==> config.mk <==
export PLATFORM = sky130hd
export DESIGN_NAME = stopwatch_core
export DESIGN_NICKNAME = d
export VERILOG_FILES = /design/src/rtl/stopwatch_pkg.sv /design/src/rtl/bcd2_counter.sv /design/src/rtl/stopwatch_core.sv
export SDC_FILE = /design/constraint.sdc
export NUM_CORES = 1
export LEC_CHECK = 0
export CORE_MARGIN = 2
export CORE_UTILIZATION = 50
export DETAILED_ROUTE_END_ITERATION = 12
export PLACE_DENSITY_LB_ADDON = 0.3
export REMOVE_ABC_BUFFERS = 1
export SLEW_MARGIN = 40
export SYNTH_ARGS = -nofsm -noshare
export SYNTH_HDL_FRONTEND = slang
export SYNTH_SLANG_ARGS = --single-unit
==> constraint.sdc <==
create_clock -name clk -period 3.71 [get_ports clk]
set_clock_uncertainty 0.05 [all_clocks]
set_input_delay 0.742 -clock clk [delete_from_list [all_inputs] [get_ports clk]]
set_output_delay 0.742 -clock clk [all_outputs]
set_load 0.1 [all_outputs]
==> src/rtl/stopwatch_pkg.sv <==
// rtl/stopwatch_pkg.sv - shared types and constants for the stopwatch core
//
// Purpose: control-FSM state encoding, BCD digit type and the seconds modulus
// shared by stopwatch_core and bcd2_counter.
// Ports: none (package).
package stopwatch_pkg;

  typedef enum logic [1:0] {
    ST_IDLE  = 2'd0,
    ST_RUN   = 2'd1,
    ST_PAUSE = 2'd2,
    ST_DONE  = 2'd3
  } state_t;

  typedef logic [3:0] bcd_t;

  localparam int   SEC_MAX  = 59;
  localparam int   SEC_MOD  = SEC_MAX + 1;
  localparam bcd_t BCD_ZERO = 4'd0;
  localparam bcd_t BCD_ONE  = 4'd1;
  localparam bcd_t BCD_NINE = 4'd9;

  // Tens digit of the largest value a counter of modulus m can hold.
  function automatic bcd_t max_tens(input int m);
    return bcd_t'((m - 1) / 10);
  endfunction

  // Ones digit of the largest value a counter of modulus m can hold.
  function automatic bcd_t max_ones(input int m);
    return bcd_t'((m - 1) % 10);
  endfunction

endpackage

==> src/rtl/bcd2_counter.sv <==
// rtl/bcd2_counter.sv - two-digit BCD up/down counter with wrap
//
// Purpose: holds one two-digit BCD field (seconds or minutes) and steps it
// up or down, wrapping at the modulus without any binary conversion.
// Ports:
//   clk, rst        clock, asynchronous active-high reset
//   clr             synchronous clear to 00 (highest priority)
//   inc, dec        step up / down by one (inc wins if both)
//   tens, ones      registered BCD digits
//   carry_out       inc while at the maximum value (wrap to 00)
//   borrow_out      dec while at 00 (wrap to the maximum value)
module bcd2_counter
  import stopwatch_pkg::*;
#(
  parameter int MOD = 60
) (
  input  logic       clk,
  input  logic       rst,
  input  logic       clr,
  input  logic       inc,
  input  logic       dec,
  output logic [3:0] tens,
  output logic [3:0] ones,
  output logic       carry_out,
  output logic       borrow_out
);

  localparam bcd_t MAX_T = max_tens(MOD);
  localparam bcd_t MAX_O = max_ones(MOD);

  bcd_t tens_q, tens_d;
  bcd_t ones_q, ones_d;
  logic at_max, at_zero;

  assign at_max  = (tens_q == MAX_T) && (ones_q == MAX_O);
  assign at_zero = (tens_q == BCD_ZERO) && (ones_q == BCD_ZERO);

  // Combinational so the neighbouring field can step in the same cycle.
  assign carry_out  = inc && !clr && at_max;
  assign borrow_out = dec && !inc && !clr && at_zero;

  always_comb begin
    tens_d = tens_q;
    ones_d = ones_q;
    if (clr) begin
      tens_d = BCD_ZERO;
      ones_d = BCD_ZERO;
    end else if (inc) begin
      if (at_max) begin
        tens_d = BCD_ZERO;
        ones_d = BCD_ZERO;
      end else if (ones_q == BCD_NINE) begin
        tens_d = tens_q + 4'd1;
        ones_d = BCD_ZERO;
      end else begin
        ones_d = ones_q + 4'd1;
      end
    end else if (dec) begin
      if (at_zero) begin
        tens_d = MAX_T;
        ones_d = MAX_O;
      end else if (ones_q == BCD_ZERO) begin
        tens_d = tens_q - 4'd1;
        ones_d = BCD_NINE;
      end else begin
        ones_d = ones_q - 4'd1;
      end
    end
  end

  always_ff @(posedge clk or posedge rst) begin
    if (rst) begin
      tens_q <= BCD_ZERO;
      ones_q <= BCD_ZERO;
    end else begin
      tens_q <= tens_d;
      ones_q <= ones_d;
    end
  end

  assign tens = tens_q;
  assign ones = ones_q;

endmodule

==> src/rtl/stopwatch_core.sv <==
// rtl/stopwatch_core.sv - mm:ss stopwatch/timer engine with control FSM
//
// Purpose: runs the IDLE/RUN/PAUSE/DONE control FSM, the one-second
// prescaler and two BCD counters (seconds, minutes); counts up in stopwatch
// mode or down in timer mode, with manual presets while stopped.
// Ports:
//   clk, rst            system clock, asynchronous active-high reset
//   en                  global enable (softrst still acts when low)
//   start_p, stop_p     one-cycle start / stop pulses
//   softrst             soft-reset level: clears time, returns to IDLE
//   inc_min_p, inc_sec_p  one-cycle preset pulses (IDLE/PAUSE only)
//   inc_sw              direction latched at start: 0 up, 1 down
//   min_tens..sec_ones  registered BCD digits of mm:ss
//   running, done       registered state flags (RUN, DONE)
module stopwatch_core
  import stopwatch_pkg::*;
#(
  parameter int TICKS_PER_SEC = 25_000_000,
  parameter int MAX_MIN       = 99
) (
  input  logic       clk,
  input  logic       rst,
  input  logic       en,
  input  logic       start_p,
  input  logic       stop_p,
  input  logic       softrst,
  input  logic       inc_min_p,
  input  logic       inc_sec_p,
  input  logic       inc_sw,
  output logic [3:0] min_tens,
  output logic [3:0] min_ones,
  output logic [3:0] sec_tens,
  output logic [3:0] sec_ones,
  output logic       running,
  output logic       done
);

  localparam int PW = (TICKS_PER_SEC > 1) ? $clog2(TICKS_PER_SEC) : 1;
  localparam logic [PW-1:0] PRESC_LAST = PW'(TICKS_PER_SEC - 1);

  state_t        state_q, state_d;
  logic          dir_q, dir_d;
  logic [PW-1:0] presc_q, presc_d;
  logic          running_q, running_d;
  logic          done_q, done_d;

  // Per-cycle actions decided by the FSM.
  logic clr_all;
  logic preset_sec, preset_min;
  logic tick_up, tick_dn;

  // Counter controls and flags.
  logic sec_inc, sec_dec, sec_carry, sec_borrow;
  logic min_inc, min_dec, min_carry, min_borrow;
  logic [1:0] unused_min_flags;

  logic time_zero, time_one;

  assign time_zero = (min_tens == BCD_ZERO) && (min_ones == BCD_ZERO) &&
                     (sec_tens == BCD_ZERO) && (sec_ones == BCD_ZERO);
  assign time_one  = (min_tens == BCD_ZERO) && (min_ones == BCD_ZERO) &&
                     (sec_tens == BCD_ZERO) && (sec_ones == BCD_ONE);

  always_comb begin
    state_d    = state_q;
    dir_d      = dir_q;
    presc_d    = presc_q;
    clr_all    = 1'b0;
    preset_sec = 1'b0;
    preset_min = 1'b0;
    tick_up    = 1'b0;
    tick_dn    = 1'b0;

    if (softrst) begin
      state_d = ST_IDLE;
      presc_d = '0;
      clr_all = 1'b1;
    end else if (en) begin
      unique case (state_q)
        ST_IDLE, ST_PAUSE: begin
          // stop_p outranks start_p and the presets, so a stop pulse here
          // simply leaves everything as it is.
          if (!stop_p && start_p) begin
            // A countdown from 00:00 would finish instantly; refuse it.
            if (!(inc_sw && time_zero)) begin
              state_d = ST_RUN;
              dir_d   = inc_sw;
              // A fresh start begins a full second; a resume keeps the
              // partial second that was in progress at the stop.
              if (state_q == ST_IDLE) presc_d = '0;
            end
          end else if (!stop_p) begin
            preset_sec = inc_sec_p;
            preset_min = inc_min_p;
          end
        end
        ST_RUN: begin
          if (stop_p) begin
            state_d = ST_PAUSE;
          end else if (presc_q == PRESC_LAST) begin
            presc_d = '0;
            if (dir_q) begin
              tick_dn = 1'b1;
              if (time_one) state_d = ST_DONE;
            end else begin
              tick_up = 1'b1;
            end
          end else begin
            presc_d = presc_q + 1'b1;
          end
        end
        default: begin
          // DONE: only softrst or rst leave this state.
        end
      endcase
    end

    running_d = (state_d == ST_RUN);
    done_d    = (state_d == ST_DONE);
  end

  // Seconds ripple into minutes only on timed ticks; a manual second preset
  // wraps 59->00 without touching the minutes.
  assign sec_inc = preset_sec | tick_up;
  assign sec_dec = tick_dn;
  assign min_inc = preset_min | (tick_up & sec_carry);
  assign min_dec = tick_dn & sec_borrow;

  assign unused_min_flags = {min_carry, min_borrow};

  bcd2_counter #(
    .MOD(SEC_MOD)
  ) u_sec (
    .clk       (clk),
    .rst       (rst),
    .clr       (clr_all),
    .inc       (sec_inc),
    .dec       (sec_dec),
    .tens      (sec_tens),
    .ones      (sec_ones),
    .carry_out (sec_carry),
    .borrow_out(sec_borrow)
  );

  bcd2_counter #(
    .MOD(MAX_MIN + 1)
  ) u_min (
    .clk       (clk),
    .rst       (rst),
    .clr       (clr_all),
    .inc       (min_inc),
    .dec       (min_dec),
    .tens      (min_tens),
    .ones      (min_ones),
    .carry_out (min_carry),
    .borrow_out(min_borrow)
  );

  always_ff @(posedge clk or posedge rst) begin
    if (rst) begin
      state_q   <= ST_IDLE;
      dir_q     <= 1'b0;
      presc_q   <= '0;
      running_q <= 1'b0;
      done_q    <= 1'b0;
    end else begin
      state_q   <= state_d;
      dir_q     <= dir_d;
      presc_q   <= presc_d;
      running_q <= running_d;
      done_q    <= done_d;
    end
  end

  assign running = running_q;
  assign done    = done_q;

endmodule

; ---- Word-level counts from Yosys, hierarchy flattened
; Cells that the tools add are included.
[classes]
addsub = 9
n_eq_ne = 16
mux = 68
bitwise_logic = 6
n_reduce_logical = 33
[op_table]
columns = operator, n
row1 = 2-to-1 mux 25 bit, 7
row2 = 2-to-1 mux 4 bit, 28
row3 = one-hot mux 25 bit (2 select lines), 1
row4 = adder 25 x 1 -> 25 bit (second input constant), 1
row5 = == test 25 bit (second input constant), 1
row6 = 2-to-1 mux 1 bit, 23
row7 = adder 4 x 1 -> 4 bit (second input constant), 4
row8 = logical NOT 4 bit, 4
row9 = 2-to-1 mux 2 bit, 8
row10 = subtractor 4 x 1 -> 4 bit (second input constant), 4
row11 = logical AND 1 bit, 14
row12 = == test 4 bit (second input constant), 3
row13 = inequality test 3 bit (second input constant), 4
row14 = nonzero test 3 bit, 3
row15 = nonzero test 4 bit, 2
row16 = AND reduction 3 bit, 2
row17 = AND reduction 6 bit, 1
row18 = AND reduction 5 bit, 1
row19 = == test 2 x 1 -> 1 bit (second input constant), 2
row20 = == test 2 bit (second input constant), 2
row21 = == test 4 x 1 -> 1 bit (second input constant), 1
row22 = == test 4 x 3 -> 1 bit (second input constant), 1
row23 = inequality test 4 x 1 -> 1 bit (second input constant), 1
row24 = inequality test 4 x 3 -> 1 bit (second input constant), 1
row25 = 8 further kinds, 13
[word_totals]
register_bits = 46
output_inout_bits = 18
elab_cells = 141

; ---- Logic depth before layout (Yosys ltp)
[depth]
depth_word = 15
ltp_mapped = 11

; ---- By module
; From an unflattened synthesis, not the netlist that was laid out.
[unflattened]
hier_cells = 385
hier_area_um2 = 3330.7
[by_module_without_submodules]
columns = module, instances, cells_each, area_per_inst_um2, seq_area_each_um2
row1 = stopwatch_core, 1, 211, 1876.8, 750.7
row2 = bcd2_counter (u_min), 1, 91, 757.0, 200.2
row3 = bcd2_counter (u_sec), 1, 83, 696.9, 200.2

; ---- Worst setup path before layout
; No wires, ideal clock.
[synth_path]
path_type = register to register
startpoint = register u_sec.ones_q[0] (netlist: u_sec.ones[0])
endpoint = register u_min.tens_q[3] (netlist: u_min.tens[3])
setup_ns = 0.110
t_arrival_ns = 3.076
required_time_ns = 3.550
slack_ns = 0.474
stages_incl_launch_ff = 10
cell_sequence = dfrtp_1 -> ha_1 -> nand3b_1 -> or3_1 -> or3_1 -> o21a_1 -> buf_2 -> o22ai_1 -> nand2_1 -> o41ai_1
[synth_between]
elab_chain_cells = 7
[synth_rtl]
columns = item, line_no
row1 = "start, declared", bcd2_counter.sv:32  ; bcd_t ones_q, ones_d;
row2 = "start signal, assigned", bcd2_counter.sv:77  ; ones_q <= ones_d;
row3 = == test 4 bit, bcd2_counter.sv:35  ; assign at_max = (tens_q == MAX_T) && (ones_q == MAX_O);
row4 = logical AND 1 bit, bcd2_counter.sv:35
row5 = logical AND 1 bit, bcd2_counter.sv:39  ; assign carry_out = inc && !clr && at_max;
row6 = AND 1 bit, stopwatch_core.sv:126  ; assign min_inc = preset_min | (tick_up & sec_carry);
row7 = OR 1 bit, stopwatch_core.sv:126
row8 = inequality test 4 x 1 -> 1 bit (no source line) (tied with other cells), -
row9 = AND reduction 3 bit (no source line) or 2-to-1 mux 4 bit (tied branches), -
row10 = "end signal, assigned", bcd2_counter.sv:76  ; tens_q <= tens_d;
row11 = "end, declared", bcd2_counter.sv:31  ; bcd_t tens_q, tens_d;
; Several ways; a longest one is shown, not always the timed one.
; A chain may end at the register's enable or synchronous reset.

; ---- Worst setup path in the final report
[layout_path]
startpoint = input port en
endpoint = register u_min.tens_q[2] (netlist: u_min.tens[2])
[layout_between]
elab_chain_cells = 10
[layout_rtl]
columns = item, line_no
row1 = "start, declared", stopwatch_core.sv:23  ; input logic en,
row2 = "parallel branches: the longest is 10 deep, another holds inequality test 4 x 1 -> 1 bit", -
; Parallel ways; which one is timed is not known.

==> results.ini <==
[placed_design]
gp_congestion = 0.862
hpwl_um = 5180
postPlaceCellArea_um2 = 3390
port_buffers = 26

[timing]
post-route-period-util = 0.815
finalMaxSlewViolations = 0
rsz0062_at_grt = no
finalSetupViolations = 0
max_slew_margin = 0.473
fin_crit_ns = 3.02
max_clock_freq_mhz = 331
hold_viol_final = 0
worstMarginPinSlew_ns = 0.783

[layout]
layout.nets = 425
num_antenna_cells = 0
drive_above_1_share = 0.109
stdcell_area_um2 = 3500
syn2layout_area_growth_pct = 11.3

[detailed_routing]
postRouteAntennaNets = 0
via_per_inst = 6.07
wirelength_um = 7400
vias = 2897
drt_iter0_markers = 226
drt-wirelength-per-cell_um = 15.5
drc_errors = 0
drtPass1Iterations = 4

[die]
io_pins = 27
start_util = 0.525
dieArea_um2 = 6950
die_w_um = 83.3
row_count = 28
coreArea_um2 = 5990
die_h_um = 83.3

[power]
ir_drop_uv = 360
comb_power_share = 0.338
powerDensity_nw_per_um2 = 416
p_leak_uw = 0.00147
power_switching_share = 0.405
clock_power_share = 0.261
p_seq_frac = 0.401
p_total_uw = 1460
p_sw_uw = 591
p_int_uw = 868

[setup_path]
path_max_fanout = 9
max_stage_delay_ns = 0.57
cp_cell_sequence = clkdlybuf4s50_1 -> nor2b_1 -> nand2_1 -> or3_1 -> o21a_1 -> o22ai_1 -> a32oi_1 -> o31ai_1
arrival_ns = 3.19
cp_top_family = simple AND/OR/NAND/NOR gates
worstPathRequired_ns = 3.87
cp-start-kind = input pin
path_class = in2reg
path_buf_inv = 1
end_kind = register
slowest_stage = clkdlybuf4s50_1

[global_routing]
grt_pass1_wl_um = 12900
grt_max_degree = 47
grt.overflow.total = 0
antenna_found_initial = 0
grt_pass1_vias = 2777
track_usage = 0.218

[clock_network]
clock-root-buffer = clkbuf_8
clock_sinks = 46
htreeDepth = 2
path_clk_slew_ns = 0.09
clock_path_buffers = 2
ctsHoldBuffers = 0
cts_buffers = 5
postCtsSetupRepairBufs = 0
cts_resized = 0
cts_tree = built
insertion_delay_ns = 0.31

[synth]
ys_ff_latch = 46
syn_avg_cell_area_um2 = 8.35
syn_area_um2 = 3150
synth_top_area_cell = dfrtp_1
yosys.area.top_type_share = 0.366
synth_warnings = 0
seq_area_frac_synth = 0.366
synth.area.top_cells = dfrtp_1, ha_1, o21ai_0
synth_edf_count = 0
synth_cell_types = 64
synth-async-reset-ratio = 1.00
synthCells = 377
synth-main-ff-cell = dfrtp_1

[worst_hold_path]
hold_path.class = reg2reg

[flow_run]
drv_cap = 0

[outcome]
status = complete, no violations

worst paths after layout:
path	start	to	slack (ns)	cells after the start
setup / recovery	en	u_min.tens[2]	0.69	8
hold / removal	presc_q[5]	presc_q[5]	0.41	1
setup reg to reg	u_sec.ones[1]	u_min.tens[2]	0.83	9
hold reg to reg	presc_q[5]	presc_q[5]	0.41	1
max in group asynchronous	rst	u_sec.tens[1]	2.40	2
min in group asynchronous	rst	running	0.80	2
cell usage after synthesis, drive strengths merged, types with 2 or more instances:
master and count:
nor4 6, xnor2 8, inv 15, nand2 36
nor2 36, nand4b 2, ha 15, and3 8
or3 5, o41ai 3, a22oi 2, clkbuf 9
o22ai 2, and4 2, nand3 23, a31oi 12
a41oi 3, o31ai 10, buf 5, nor2b 5
a22o 3, a21oi 26, nand4 5, and2 6
a211oi 2, o21a 2, mux2 2, dfrtp 46
nor3 12, nand2b 2, nor3b 5, a21o 2
o21ai 35, o211ai 2, a211o 2
worst reg2reg max path: stages (launching register included):
cell and delay, ns:
dfrtp_1 0.42, inv_1 0.11, ha_1 0.23, nand3b_1 0.22
or3_1 0.49, or3_1 0.40, o21a_1 0.29, o22ai_1 0.37
a32oi_1 0.11, o31ai_1 0.09
placed cells by master, fill, tap and decap left out, drive strengths merged, types with 3 or more instances in the layout:
master,n
ha,15
and2,6
nor3b,5
clkbuf,6
or3,5
nor3,12
a21oi,26
and3,8
xnor2,8
o31ai,10
a41oi,3
nand4,5
buf,23
nor4,6
o21ai,35
inv,15
a31oi,12
nand2,36
clkdlybuf4s50,8
dfrtp,46
a22o,3
o41ai,3
nand3,23
nor2,36
nor2b,5
power by group through the flow:
stage / logic [uW] / clock network [uW] / registers, uW
after floorplan: 206 / 0 / 769
after global placement: 512 / 0 / 595
after detailed placement: 492 / 0 / 593
after CTS: 494 / 388 / 584
after global routing: 527 / 405 / 594
final: 493 / 381 / 585
metrics by stage:
| step | utilization | cells | worst slack [ns] | hold WS, ns | setup TNS [ns] |
|---|---|---|---|---|---|
| floorplan | - | 363 | -0.111 | 0.383 | -0.567 |
| global placement | 0.580 | 469 | 0.585 | 0.402 | 0 |
| detailed placement | 0.565 | 469 | 0.437 | 0.406 | 0 |
| CTS | 0.584 | 477 | 0.602 | 0.418 | 0 |
| global route | 0.585 | 477 | 0.477 | 0.431 | 0 |
| finish | 0.585 | 477 | 0.686 | 0.412 | 0 |
state kept, by name, summed over array words and instances, names as in the netlist:
name,count
dir_q,1
u_sec.tens,4
done,1
presc_q,25
u_min.ones,4
state_q,2
running,1
u_sec.ones,4
u_min.tens,4
layout make-up:
class,instances,area (um^2)
Clock buffer,6,72.6
Clock inverter,2,37.5
Fill cell,534,2490
Inverter,16,62.6
Multi-Input combinational cell,301,1880
Sequential cell,46,1150
Tap cell,75,93.8
Timing Repair Buffer,31,208
per-layer routing:
layer / GRT usage / part of all wire / up-vias
met2: 0.364 / 0.49 / 69
met5: 0 / 0 / -
met3: 0.0278 / 0.050 / 4
met4: 0.0462 / 0.0028 / 0
li1: - / - / 1440
met1: 0.303 / 0.45 / 1384
logic make-up (layout without fill, tap and decap cells):
| kind of cell | Yosys count | in the layout | synth area share |
|---|---|---|---|
| flops | 46 | 46 | 0.366 |
| xor+xnor | 9 | 9 | 0.0250 |
| buf+inv | 30 | 55 | 0.0417 |
| mux | 3 | 3 | 0.0103 |
| compound gates | 115 | 115 | 0.239 |
| fa+ha+maj | 15 | 15 | 0.0596 |
| simple gates | 159 | 159 | 0.259 |
(Power assumes the default switching activity.)
